$ cat config.mk
export PLATFORM = sky130hd
export DESIGN_NAME = ex_stage
export DESIGN_NICKNAME = d
export VERILOG_FILES = /design/src/rtl/ex_stage_pkg.sv /design/src/rtl/ex_stage_div_iter.sv /design/src/rtl/ex_stage.sv
export SDC_FILE = /design/constraint.sdc
export NUM_CORES = 2
export LEC_CHECK = 0
export BUFFER_PORTS_ARGS = -buffer_cell sky130_fd_sc_hd__buf_2
export CELL_PAD_IN_SITES_DETAIL_PLACEMENT = 1
export CELL_PAD_IN_SITES_GLOBAL_PLACEMENT = 1
export CORE_ASPECT_RATIO = 0.75
export CORE_MARGIN = 10
export CORE_UTILIZATION = 44
export DETAILED_ROUTE_END_ITERATION = 8
export GPL_TIMING_DRIVEN = 0
export MAX_ROUTING_LAYER = met4
export PLACE_DENSITY_LB_ADDON = 0.1
export SETUP_SLACK_MARGIN = 0.2
export SLEW_MARGIN = 25
export SYNTH_ARGS = -nofsm -noshare
export SYNTH_HDL_FRONTEND = slang
export SYNTH_SLANG_ARGS = --single-unit
$ cat constraint.sdc
create_clock -name clk -period 6.3 [get_ports clk]
set_clock_uncertainty 0.1 [all_clocks]
set_input_delay 0.63 -clock clk [delete_from_list [all_inputs] [get_ports clk]]
set_output_delay 0.63 -clock clk [all_outputs]
set_load 0.05 [all_outputs]
$ cat src/rtl/ex_stage_pkg.sv
// Shared widths, bus payload layouts, decode constants and divider states for the EX stage.
package ex_stage_pkg;

   localparam int unsigned XLEN         = 32;
   localparam int unsigned ID_TO_EX_WD  = 159;
   localparam int unsigned EX_TO_MEM_WD = 76;
   localparam int unsigned EX_TO_RF_WD  = 38;
   localparam int unsigned STALL_WD     = 6;
   localparam int unsigned STALL_ID     = 2;
   localparam int unsigned STALL_EX     = 3;
   localparam int unsigned CNT_WD       = 5;

   localparam logic STOP    = 1'b1;
   localparam logic NO_STOP = 1'b0;

   // alu_op bit positions, one-hot
   localparam int unsigned ALU_ADD  = 11;
   localparam int unsigned ALU_SUB  = 10;
   localparam int unsigned ALU_SLT  = 9;
   localparam int unsigned ALU_SLTU = 8;
   localparam int unsigned ALU_AND  = 7;
   localparam int unsigned ALU_NOR  = 6;
   localparam int unsigned ALU_OR   = 5;
   localparam int unsigned ALU_XOR  = 4;
   localparam int unsigned ALU_SLL  = 3;
   localparam int unsigned ALU_SRL  = 2;
   localparam int unsigned ALU_SRA  = 1;
   localparam int unsigned ALU_LUI  = 0;

   localparam logic [5:0] FN_MFHI = 6'h10;
   localparam logic [5:0] FN_MTHI = 6'h11;
   localparam logic [5:0] FN_MFLO = 6'h12;
   localparam logic [5:0] FN_MTLO = 6'h13;
   localparam logic [5:0] FN_DIV  = 6'h1A;
   localparam logic [5:0] FN_DIVU = 6'h1B;

   typedef struct packed {
      logic [XLEN-1:0] pc;
      logic [XLEN-1:0] inst;
      logic [11:0]     alu_op;
      logic [2:0]      sel_src1;
      logic [3:0]      sel_src2;
      logic            ram_en;
      logic [3:0]      ram_wen;
      logic            rf_we;
      logic [4:0]      rf_waddr;
      logic            sel_rf_res;
      logic [XLEN-1:0] rs_data;
      logic [XLEN-1:0] rt_data;
   } id_to_ex_t;

   typedef struct packed {
      logic [XLEN-1:0] pc;
      logic            ram_en;
      logic [3:0]      ram_wen;
      logic            sel_rf_res;
      logic            rf_we;
      logic [4:0]      rf_waddr;
      logic [XLEN-1:0] ex_result;
   } ex_to_mem_t;

   typedef struct packed {
      logic            rf_we;
      logic [4:0]      rf_waddr;
      logic [XLEN-1:0] ex_result;
   } ex_to_rf_t;

   typedef enum logic [1:0] {
      DIV_IDLE = 2'd0,
      DIV_RUN  = 2'd1,
      DIV_DONE = 2'd2
   } div_state_e;

endpackage

$ cat src/rtl/ex_stage_div_iter.sv
// Iterative restoring divider: one quotient bit per cycle, sign fix-up applied on the outputs.
module div_iter
   import ex_stage_pkg::*;
(
   input  logic            clk,
   input  logic            rst,
   input  logic            start,
   input  logic            signed_op,
   input  logic [XLEN-1:0] a,
   input  logic [XLEN-1:0] b,
   output logic            busy,
   output logic            done,
   output logic [XLEN-1:0] quotient,
   output logic [XLEN-1:0] remainder
);

   div_state_e        r_state;
   div_state_e        w_next;
   logic [CNT_WD-1:0] r_cnt;
   logic [XLEN-1:0]   r_quot;
   logic [XLEN-1:0]   r_rem;
   logic [XLEN-1:0]   r_dvs;
   logic [XLEN-1:0]   r_dvd;
   logic              r_neg_q;
   logic              r_neg_r;
   logic              r_dvs_zero;

   logic [XLEN-1:0]   w_a_mag;
   logic [XLEN-1:0]   w_b_mag;
   logic [XLEN:0]     w_shift;
   logic [XLEN:0]     w_diff;
   logic              w_ge;

   assign w_a_mag = (signed_op && a[XLEN-1]) ? (~a + XLEN'(1)) : a;
   assign w_b_mag = (signed_op && b[XLEN-1]) ? (~b + XLEN'(1)) : b;

   // Partial remainder is always below the divisor, so bit XLEN of the difference is the borrow.
   assign w_shift = {r_rem, r_quot[XLEN-1]};
   assign w_diff  = w_shift - {1'b0, r_dvs};
   assign w_ge    = ~w_diff[XLEN];

   always_ff @(posedge clk) begin
      if (rst) r_state <= DIV_IDLE;
      else     r_state <= w_next;
   end

   always_comb begin
      w_next = r_state;
      busy   = 1'b0;
      done   = 1'b0;
      case (r_state)
         DIV_IDLE: if (start) w_next = DIV_RUN;
         DIV_RUN: begin
            busy = 1'b1;
            if (r_cnt == CNT_WD'(XLEN - 1)) w_next = DIV_DONE;
         end
         DIV_DONE: begin
            done   = 1'b1;
            w_next = DIV_IDLE;
         end
         default: w_next = DIV_IDLE;
      endcase
   end

   always_ff @(posedge clk) begin
      if (rst) begin
         r_cnt      <= '0;
         r_quot     <= '0;
         r_rem      <= '0;
         r_dvs      <= '0;
         r_dvd      <= '0;
         r_neg_q    <= 1'b0;
         r_neg_r    <= 1'b0;
         r_dvs_zero <= 1'b0;
      end else if (r_state == DIV_IDLE && start) begin
         r_cnt      <= '0;
         r_quot     <= w_a_mag;
         r_rem      <= '0;
         r_dvs      <= w_b_mag;
         r_dvd      <= a;
         r_neg_q    <= signed_op & (a[XLEN-1] ^ b[XLEN-1]);
         r_neg_r    <= signed_op & a[XLEN-1];
         r_dvs_zero <= (b == '0);
      end else if (r_state == DIV_RUN) begin
         r_cnt  <= r_cnt + CNT_WD'(1);
         r_quot <= {r_quot[XLEN-2:0], w_ge};
         r_rem  <= w_ge ? w_diff[XLEN-1:0] : w_shift[XLEN-1:0];
      end
   end

   // Zero divisor bypasses sign correction entirely.
   assign quotient  = r_dvs_zero ? '1 :
                      (r_neg_q ? (~r_quot + XLEN'(1)) : r_quot);
   assign remainder = r_dvs_zero ? r_dvd :
                      (r_neg_r ? (~r_rem + XLEN'(1)) : r_rem);

endmodule

$ cat src/rtl/ex_stage.sv
// Execute stage: input pipeline register, ALU, HI/LO registers, divider control and data SRAM request.
module ex_stage
   import ex_stage_pkg::*;
(
   input  logic                    clk,
   input  logic                    rst,
   input  logic [STALL_WD-1:0]     stall,
   input  logic [ID_TO_EX_WD-1:0]  id_to_ex_bus,
   output logic [EX_TO_MEM_WD-1:0] ex_to_mem_bus,
   output logic [EX_TO_RF_WD-1:0]  ex_to_rf_bus,
   output logic                    ex_is_load,
   output logic                    data_sram_en,
   output logic [3:0]              data_sram_wen,
   output logic [XLEN-1:0]         data_sram_addr,
   output logic [XLEN-1:0]         data_sram_wdata,
   output logic                    stallreq_for_ex
);

   id_to_ex_t       r_id;
   logic [XLEN-1:0] r_hi;
   logic [XLEN-1:0] r_lo;
   logic            r_div_fin;

   logic            w_ex_adv;
   logic            w_rtype;
   logic            w_is_mfhi, w_is_mthi, w_is_mflo, w_is_mtlo, w_is_div, w_is_divu;
   logic [XLEN-1:0] w_src1, w_src2, w_alu_res, w_result;
   logic            w_div_start, w_div_busy, w_div_done;
   logic [XLEN-1:0] w_div_q, w_div_r;
   ex_to_mem_t      w_mem;
   ex_to_rf_t       w_rf;

   assign w_ex_adv = (stall[STALL_EX] == NO_STOP);

   // Input register: ID stalled while EX drains inserts a bubble.
   always_ff @(posedge clk) begin
      if (rst)
         r_id <= '0;
      else if (stall[STALL_ID] == STOP && stall[STALL_EX] == NO_STOP)
         r_id <= '0;
      else if (stall[STALL_ID] == NO_STOP)
         r_id <= id_to_ex_t'(id_to_ex_bus);
   end

   assign w_rtype   = (r_id.inst[31:26] == 6'd0);
   assign w_is_mfhi = w_rtype && (r_id.inst[5:0] == FN_MFHI);
   assign w_is_mthi = w_rtype && (r_id.inst[5:0] == FN_MTHI);
   assign w_is_mflo = w_rtype && (r_id.inst[5:0] == FN_MFLO);
   assign w_is_mtlo = w_rtype && (r_id.inst[5:0] == FN_MTLO);
   assign w_is_div  = w_rtype && (r_id.inst[5:0] == FN_DIV);
   assign w_is_divu = w_rtype && (r_id.inst[5:0] == FN_DIVU);

   always_comb begin
      w_src1 = '0;
      if      (r_id.sel_src1[0]) w_src1 = r_id.rs_data;
      else if (r_id.sel_src1[1]) w_src1 = r_id.pc;
      else if (r_id.sel_src1[2]) w_src1 = XLEN'(r_id.inst[10:6]);
   end

   always_comb begin
      w_src2 = '0;
      if      (r_id.sel_src2[0]) w_src2 = r_id.rt_data;
      else if (r_id.sel_src2[1]) w_src2 = {{16{r_id.inst[15]}}, r_id.inst[15:0]};
      else if (r_id.sel_src2[2]) w_src2 = XLEN'(8);
      else if (r_id.sel_src2[3]) w_src2 = XLEN'(r_id.inst[15:0]);
   end

   always_comb begin
      w_alu_res = '0;
      if (r_id.alu_op[ALU_ADD])  w_alu_res |= w_src1 + w_src2;
      if (r_id.alu_op[ALU_SUB])  w_alu_res |= w_src1 - w_src2;
      if (r_id.alu_op[ALU_SLT])  w_alu_res |= XLEN'($signed(w_src1) < $signed(w_src2));
      if (r_id.alu_op[ALU_SLTU]) w_alu_res |= XLEN'(w_src1 < w_src2);
      if (r_id.alu_op[ALU_AND])  w_alu_res |= w_src1 & w_src2;
      if (r_id.alu_op[ALU_NOR])  w_alu_res |= ~(w_src1 | w_src2);
      if (r_id.alu_op[ALU_OR])   w_alu_res |= w_src1 | w_src2;
      if (r_id.alu_op[ALU_XOR])  w_alu_res |= w_src1 ^ w_src2;
      if (r_id.alu_op[ALU_SLL])  w_alu_res |= w_src2 << w_src1[4:0];
      if (r_id.alu_op[ALU_SRL])  w_alu_res |= w_src2 >> w_src1[4:0];
      if (r_id.alu_op[ALU_SRA])  w_alu_res |= XLEN'($signed(w_src2) >>> w_src1[4:0]);
      if (r_id.alu_op[ALU_LUI])  w_alu_res |= {w_src2[15:0], 16'h0000};
   end

   assign w_result = w_is_mfhi ? r_hi : (w_is_mflo ? r_lo : w_alu_res);

   // Blocks a restart while a finished divide is still held in EX by a downstream stall.
   always_ff @(posedge clk) begin
      if (rst || w_ex_adv) r_div_fin <= 1'b0;
      else if (w_div_done) r_div_fin <= 1'b1;
   end

   assign w_div_start     = (w_is_div | w_is_divu) & ~r_div_fin;
   assign stallreq_for_ex = (w_div_start & ~w_div_done) | w_div_busy;

   div_iter u_div (
      .clk       (clk),
      .rst       (rst),
      .start     (w_div_start),
      .signed_op (w_is_div),
      .a         (r_id.rs_data),
      .b         (r_id.rt_data),
      .busy      (w_div_busy),
      .done      (w_div_done),
      .quotient  (w_div_q),
      .remainder (w_div_r)
   );

   always_ff @(posedge clk) begin
      if (rst) begin
         r_hi <= '0;
         r_lo <= '0;
      end else if (w_div_done) begin
         r_hi <= w_div_r;
         r_lo <= w_div_q;
      end else if (w_ex_adv) begin
         if (w_is_mthi) r_hi <= r_id.rs_data;
         if (w_is_mtlo) r_lo <= r_id.rs_data;
      end
   end

   assign w_mem = '{pc: r_id.pc, ram_en: r_id.ram_en, ram_wen: r_id.ram_wen,
                    sel_rf_res: r_id.sel_rf_res, rf_we: r_id.rf_we,
                    rf_waddr: r_id.rf_waddr, ex_result: w_result};
   assign w_rf  = '{rf_we: r_id.rf_we, rf_waddr: r_id.rf_waddr, ex_result: w_result};

   assign ex_to_mem_bus   = w_mem;
   assign ex_to_rf_bus    = w_rf;
   assign ex_is_load      = r_id.ram_en & r_id.sel_rf_res;
   assign data_sram_en    = r_id.ram_en & ~stallreq_for_ex;
   assign data_sram_wen   = data_sram_en ? r_id.ram_wen : 4'h0;
   assign data_sram_addr  = w_alu_res;
   assign data_sram_wdata = r_id.rt_data;

endmodule
======== Word-level counts from Yosys, hierarchy flattened ========
Index checks and enable logic that the tools add are counted.
word-level totals
  flip-flop bits (word level) ............. 362
  bits in latches ......................... 0
  RAM bits ................................ 0
  memory bits (read-only) ................. 0
  bits of input ports ..................... 167
  output and inout port bits .............. 185
  logic and storage cells ................. 146
  memories ................................ 0
operators by class
  add/sub/neg operators ................... 8
  $mul .................................... 0
  divide/modulo/power cells ............... 0
  $lt $le $gt $ge ......................... 2
  eq/ne operators ......................... 12
  shift-type cells ........................ 3
  muxes and demuxes ....................... 42
  bitwise logic cells ..................... 33
  reductions and logical operators ........ 22
operator list
  kind                                                    count
  two-way mux 32 bit                                      33
  bitwise OR 32 bit                                       10
  NOT 32 bit                                              5
  adder 32 x 1 -> 32 bit (second input constant)          4
  less-than comparator 32 bit                             2
  bitwise OR 32 x 1 -> 32 bit                             2
  == test 6 x 5 -> 1 bit (second input constant)          6
  subtractor 33 x 32 -> 33 bit                            1
  adder 32 bit                                            1
  bitwise AND 32 bit                                      1
  logical NOT 32 bit                                      1
  two-way mux 16 bit                                      2
  left shift 32 x 5 -> 32 bit                             1
  right shift 32 x 5 -> 32 bit                            1
  >>> shifter 32 x 5 -> 32 bit                            1
  subtractor 32 bit                                       1
  XOR 32 bit                                              1
  logical AND 1 bit                                       10
  bitwise AND 1 bit                                       6
  logical NOT 6 bit                                       1
  inequality test 2 x 1 -> 1 bit (second input constant)  3
  AND reduction 2 bit                                     3
  nonzero test 2 bit                                      3
  adder 5 x 1 -> 5 bit (second input constant)            1
  other kinds (14)                                        22

======== Logic depth before layout (Yosys ltp) ========
  word-level depth ........................ 30
  mapped depth ............................ 20
  mapped depth without buffers ............ 15

======== By module ========
From an unflattened synthesis, not the netlist that was laid out.
unflattened totals
  cell total of the unflattened synthesis .. 4119
  area, all modules ....................... 30364.1 sq um
by module, submodules not included
  module    times used  cells each  area each (sq um)
  ex_stage  1           2710        20196.9
  div_iter  1           1409        10167.3

======== Worst setup path before layout ========
OpenSTA, ideal clock, no wires.
  path type ............................... register to output
  start point ............................. reg r_id[81] (netlist name)
  end point ............................... out ex_to_rf_bus[18]
  arrival ................................. 6130 ps
  slack ................................... -560 ps
  cell stages (with the launch flop) ...... 21
  path through ............................ dfxtp_1 clkbuf_1 buf_2 nand2_1 a31oi_1 clkbuf_1 clkbuf_1 clkbuf_1 ha_1 buf_2 nor4bb_1 a311oi_1 nand3_1 a311oi_2 o21bai_1 a21oi_1 xnor2_1 o211ai_1 nor2_1 o21ai_0 buf_4
between the ends
  cells in the longest elaborated chain, start to end .. 28
  elaborated cells on any way between the ends .. 36
  classes of those cells .................. add/sub: 2; shift: 3; mux: 16; bitwise: 15
RTL lines
  item                                 line            RTL
  start: declaration                   ex_stage.sv:19  id_to_ex_t r_id;
  start signal: assignment             ex_stage.sv:42  r_id <= id_to_ex_t'(id_to_ex_bus);
  two-way mux 32 bit (*)               ex_stage.sv:56  else if (r_id.sel_src1[1]) w_src1 = r_id.pc;
  two-way mux 32 bit (*)               ex_stage.sv:55  if (r_id.sel_src1[0]) w_src1 = r_id.rs_data;
  adder 32 bit                         ex_stage.sv:70  if (r_id.alu_op[ALU_ADD]) w_alu_res |= w_src1 + w_src2;
  two-way mux 32 bit                   ex_stage.sv:70
  bitwise OR 32 bit                    ex_stage.sv:71  if (r_id.alu_op[ALU_SUB]) w_alu_res |= w_src1 - w_src2;
  two-way mux 32 bit                   ex_stage.sv:71
  bitwise OR 32 x 1 -> 32 bit          ex_stage.sv:72  if (r_id.alu_op[ALU_SLT]) w_alu_res |= XLEN'($signed(w_src1) < $signed(w_src2));
  two-way mux 32 bit                   ex_stage.sv:72
  (+12 left out)                       -
  bitwise OR 32 bit                    ex_stage.sv:79  if (r_id.alu_op[ALU_SRL]) w_alu_res |= w_src2 >> w_src1[4:0];
  two-way mux 32 bit                   ex_stage.sv:79
  bitwise OR 32 bit                    ex_stage.sv:80  if (r_id.alu_op[ALU_SRA]) w_alu_res |= XLEN'($signed(w_src2) >>> w_src1[4:0]);
  two-way mux 32 bit (*)               ex_stage.sv:80
  bitwise OR 32 bit                    ex_stage.sv:81  if (r_id.alu_op[ALU_LUI]) w_alu_res |= {w_src2[15:0], 16'h0000};
  two-way mux 32 bit (*)               ex_stage.sv:81
  via data_sram_addr[18]               ex_stage.sv:14  output logic [XLEN-1:0] data_sram_addr,
  two-way mux 32 bit (*) (2 in a row)  ex_stage.sv:84  assign w_result = w_is_mfhi ? r_hi : (w_is_mflo ? r_lo : w_alu_res);
  end: declaration                     ex_stage.sv:10  output logic [EX_TO_RF_WD-1:0] ex_to_rf_bus,
Mark *: on every way through the listed nets, which the timed path passes. The rest lies on a longest branch.

======== Final worst setup path ========
  start point ............................. reg r_id[81] (netlist name)
  end point ............................... out ex_to_rf_bus[5]
between the ends
  cells in the longest elaborated chain, start to end .. 28
  elaborated cells on any way between the ends .. 36
  classes of those cells .................. add/sub: 2; shift: 3; mux: 16; bitwise: 15
RTL lines
  item                                 line            RTL
  two-way mux 32 bit (*)               ex_stage.sv:56
  two-way mux 32 bit (*)               ex_stage.sv:55
  adder 32 bit                         ex_stage.sv:70
  two-way mux 32 bit                   ex_stage.sv:70
  bitwise OR 32 bit                    ex_stage.sv:71
  two-way mux 32 bit                   ex_stage.sv:71
  bitwise OR 32 x 1 -> 32 bit          ex_stage.sv:72
  two-way mux 32 bit                   ex_stage.sv:72
  (+11 left out)                       -
  two-way mux 32 bit                   ex_stage.sv:78  if (r_id.alu_op[ALU_SLL]) w_alu_res |= w_src2 << w_src1[4:0];
  bitwise OR 32 bit                    ex_stage.sv:79
  two-way mux 32 bit                   ex_stage.sv:79
  bitwise OR 32 bit                    ex_stage.sv:80
  two-way mux 32 bit (*)               ex_stage.sv:80
  bitwise OR 32 bit                    ex_stage.sv:81
  two-way mux 32 bit (*)               ex_stage.sv:81
  two-way mux 32 bit (*) (2 in a row)  ex_stage.sv:84
Every way passes the cells marked *; elsewhere a longest branch is shown, timed or not.

==> metrics.cfg <==
[outcome]
status = finished, violations left
violations = setup timing

[route]
drc_errors = 0
routedWlPerCell_um = 34.9
firstDrtPassIters = 7
drt_iter0_drc = 5893
drt_wl_total_um = 190000
num_vias = 37515
ant_nets = 0
vias_per_cell = 6.90

[floorplanning]
die_y_um = 245
core_um2 = 66700
rows = 82
die_w_um = 319
io_pins = 352
initial_core_util_pct = 44.4
dieArea_um2 = 78100

[global_route]
gr-total-overflow = 0
grt_pass1_vias = 36110
grt_pass1_wl_um = 261000
grtUsageTotal_pct = 46.3
antenna_found_initial = 14
grt_max_degree = 15

[clocking]
cts_made_buffers = 39
cts_buffer_depth = 3
cts-root-buf = clkbuf_16
h-tree-depth = 2
clk_pin_slew_ns = 0.08
clk-insertion-delay-late_ns = 0.61
postCtsHoldBufs = 0
clock_sinks = 352
cts_tree = yes

[timing]
rsz0062_at_grt = true
setup_tns_ns = -0.402
min_period_ns = 6.46
finalCritPeriodShare_pct = 103
worst_slack_ns = -0.158
maxSlewHeadroom_pct = 8.53
fmax_mhz = 155
whs_ns = 0.165
setup_viol = 6
hold_viol_final = 0
worst_pin_slew_ns = 1.36
drv_slew = 0

[critical_path]
cp.arrival_ns = 5.73
critical_path_class = reg2out
rrSetupSlack_ns = 1.64
crit_path_max_fanout = 7
cp-start-kind = register
rr_worst_depth = 8
worstReg2RegStart = r_id[99]
r2r-end = u_div.r_quot[23]
crit_required_ns = 5.57
cp-end-kind = primary output

[yosys]
syn_nets = 4328
synth-xor-area-share_pct = 5.18
yosys_register_bits = 352
syn-mean-instance-area_um2 = 7.38
synth_compound_area_share_pct = 26.6
synthSimpleGateAreaFrac_pct = 19.9
yosysWarnings = 0
netlist_instances = 4012
synth_fa_ha_area_share_pct = 6.35
netlist_area_um2 = 29600
synth_cell_type_count = 99
synth_edf_count = 0
synth_top_family_by_area = compound AO/OA/AOI/OAI gates
synthMuxAreaShare_pct = 8.69
synth_flop_cell = dfxtp_1
async_flop_share_pct = 0
synth-seq-area-share_pct = 23.8

[finish]
n_fill_cell = 8314
final_nets = 4826
fin_area_um2 = 37100
area_growth_pct = 25.2
fin_util_pct = 55.6
layout-drive-gt1-share_pct = 22.2

[power_and_ir_drop]
power.switching_mw = 3.20
leakagePower_nw = 15.6
clkPwrFrac_pct = 32.1
irDropWorstVdd_mv = 0.188
powerDensity_nw_per_um2 = 210
p_int_mw = 4.58
pwr-share-seq_pct = 30.3
finalPower_mw = 7.78
sw_frac_of_total_pct = 41.1
pwr-share-comb_pct = 37.6

[min_path]
hold_end = r_id[56]
hp-class = in2reg
hp-start = id_to_ex_bus[56]
holdPathStages = 3

[job]
cap_violations = 0

[placed_design]
dpl.hpwl_um = 145000
port_buffers = 335
dpl_cell_area_um2 = 32500
globalplace.congestion = 1.19

[worst max-delay path, cell delays in order (launching register included)]
cell       delay [ns]
dfxtp_2          0.33
buf_8            0.13
buf_12           0.15
buf_4            0.14
nand3b_1         0.20
a31oi_4          0.35
clkbuf_8         0.20
clkbuf_16        0.12
clkbuf_16        0.13
ha_4             0.19
buf_6            0.13
buf_4            0.14
o21ai_0          0.10
a21oi_2          0.09
o21ai_4          0.29
nand2_1          0.15
xnor2_1          0.15
a221oi_1         0.50
nand3_1          0.27
a221o_1          0.45
mux2i_1          0.19
a21oi_1          0.27
buf_4            0.25
buf_2            0.20
[final cells by class]
type,instances,area (um^2),area share [%]
diodes,16,40.0,0.108
plain buffers,430,2670,7.21
clock buffers,52,1100,2.98
clock inverters,19,235,0.635
inverters,168,654,1.77
multi-input cells,3062,21400,57.7
flip-flops and latches,352,7060,19.0
well taps,882,1100,2.98
repair buffers,457,2820,7.60
[sequential cells by signal, summed over array words and instances (netlist names), 32 cells and up]
| register | count |
|---|---|
| r_id | 73 |
| ex_to_mem_bus | 44 |
| data_sram_wdata | 32 |
| r_hi | 32 |
| r_lo | 32 |
| u_div.r_dvd | 32 |
| u_div.r_dvs | 32 |
| u_div.r_quot | 32 |
| u_div.r_rem | 32 |
[how the worst max path moves through the flow]
stage / startpoint / endpoint / slack [ns] / depth (start not counted)
after floorplan: r_id[81] / ex_to_rf_bus[18] / -0.13 / 20
after global placement: r_id[81] / ex_to_rf_bus[29] / -2.88 / 21
after detailed placement: r_id[81] / ex_to_rf_bus[29] / -2.60 / 21
after CTS: r_id[77] / ex_to_rf_bus[29] / 0.1 / 18
after global routing: r_id[77] / ex_to_rf_bus[26] / -0.13 / 19
final: r_id[81] / ex_to_rf_bus[5] / -0.16 / 23
[cells in the final DEF (no fill, tap or decap), types with 55 or more instances in the layout]
cell type  synthesis  layout
a211oi_1          94      84
a21oi_1          323     285
a221oi_1          60      55
buf_2             17     329
buf_4            117     232
clkbuf_1         262     214
dfxtp_1          352     345
ha_1             147     128
inv_1            162     154
mux2i_1          232     227
nand2_1          420     406
nand3_1           64      61
nor2_1           472     463
nor3_1           116     110
o211ai_1          58      58
o21ai_0          205     176
xnor2_1           90      82
xor2_1            85      85
[cell families (layout without fill, tap and decap cells)]
kind of cell,after synthesis,count (layout)
other,0,16
adders and majority gates,149,149
xor gates and xnor gates,175,175
buffers and inverters,598,1126
DFF,352,352
muxes,251,251
and+or+nand+nor,1316,1316
AOI/OAI and AO/OA,1171,1171
[power groups by stage]
stage          sequential [mW]  clock, mW  combinational, mW
6_report                  2.36       2.50               2.92
4_1_cts                   2.35       2.47               2.57
3_3_place_gp              2.39          0               2.33
3_5_place_dp              2.40          0               2.35
5_1_grt                   2.36       2.56               2.93
2_1_floorplan             2.35          0               1.49
[per-stage QoR]
stage                     setup slack (ns)  cells
after global routing                -0.127   5437
after global placement               -2.88   5229
final                               -0.158   5438
after detailed placement             -2.60   5231
after floorplan                     -0.128   4012
after CTS                           0.0997   5366
[cell usage after synthesis (29+ instances only)]
cell type	instances	area share [%]
o211ai_1	58	1.5
nand2_1	420	5.3
ha_1	147	6.2
nor2b_1	41	0.87
inv_1	162	2.1
a22oi_1	42	1.1
a21o_1	34	0.86
a311oi_1	41	1.2
xor2_1	85	2.5
buf_4	117	3.0
nor2_1	472	6.0
nor3_1	116	2.0
a21oi_1	323	5.5
xnor2_1	90	2.7
nand3_1	64	1.1
a221oi_1	60	1.8
clkbuf_1	262	3.3
o31ai_1	46	1.2
a211oi_1	94	2.4
a31oi_1	29	0.61
mux2i_1	232	7.8
o21ai_0	205	3.5
dfxtp_1	352	24
[what timing repair did]
action / CTS / global route
setup endpoints to repair: 96 / 62
cloned: 0 / 1
pin swaps: 62 / 86
buffers inserted: 64 / 54
resized for setup: 356 / 222
hold endpoints to repair: 0 / 0
[layer usage]
layer	track usage (%)	vias up	wire (um)
met1	57.6	18311	72400
met3	20.5	720	32000
li1	-	15361	-
met2	62.3	3123	73000
met5	-	-	0
met4	23.3	0	12300
No activity file was read; power rests on OpenSTA's default activity.
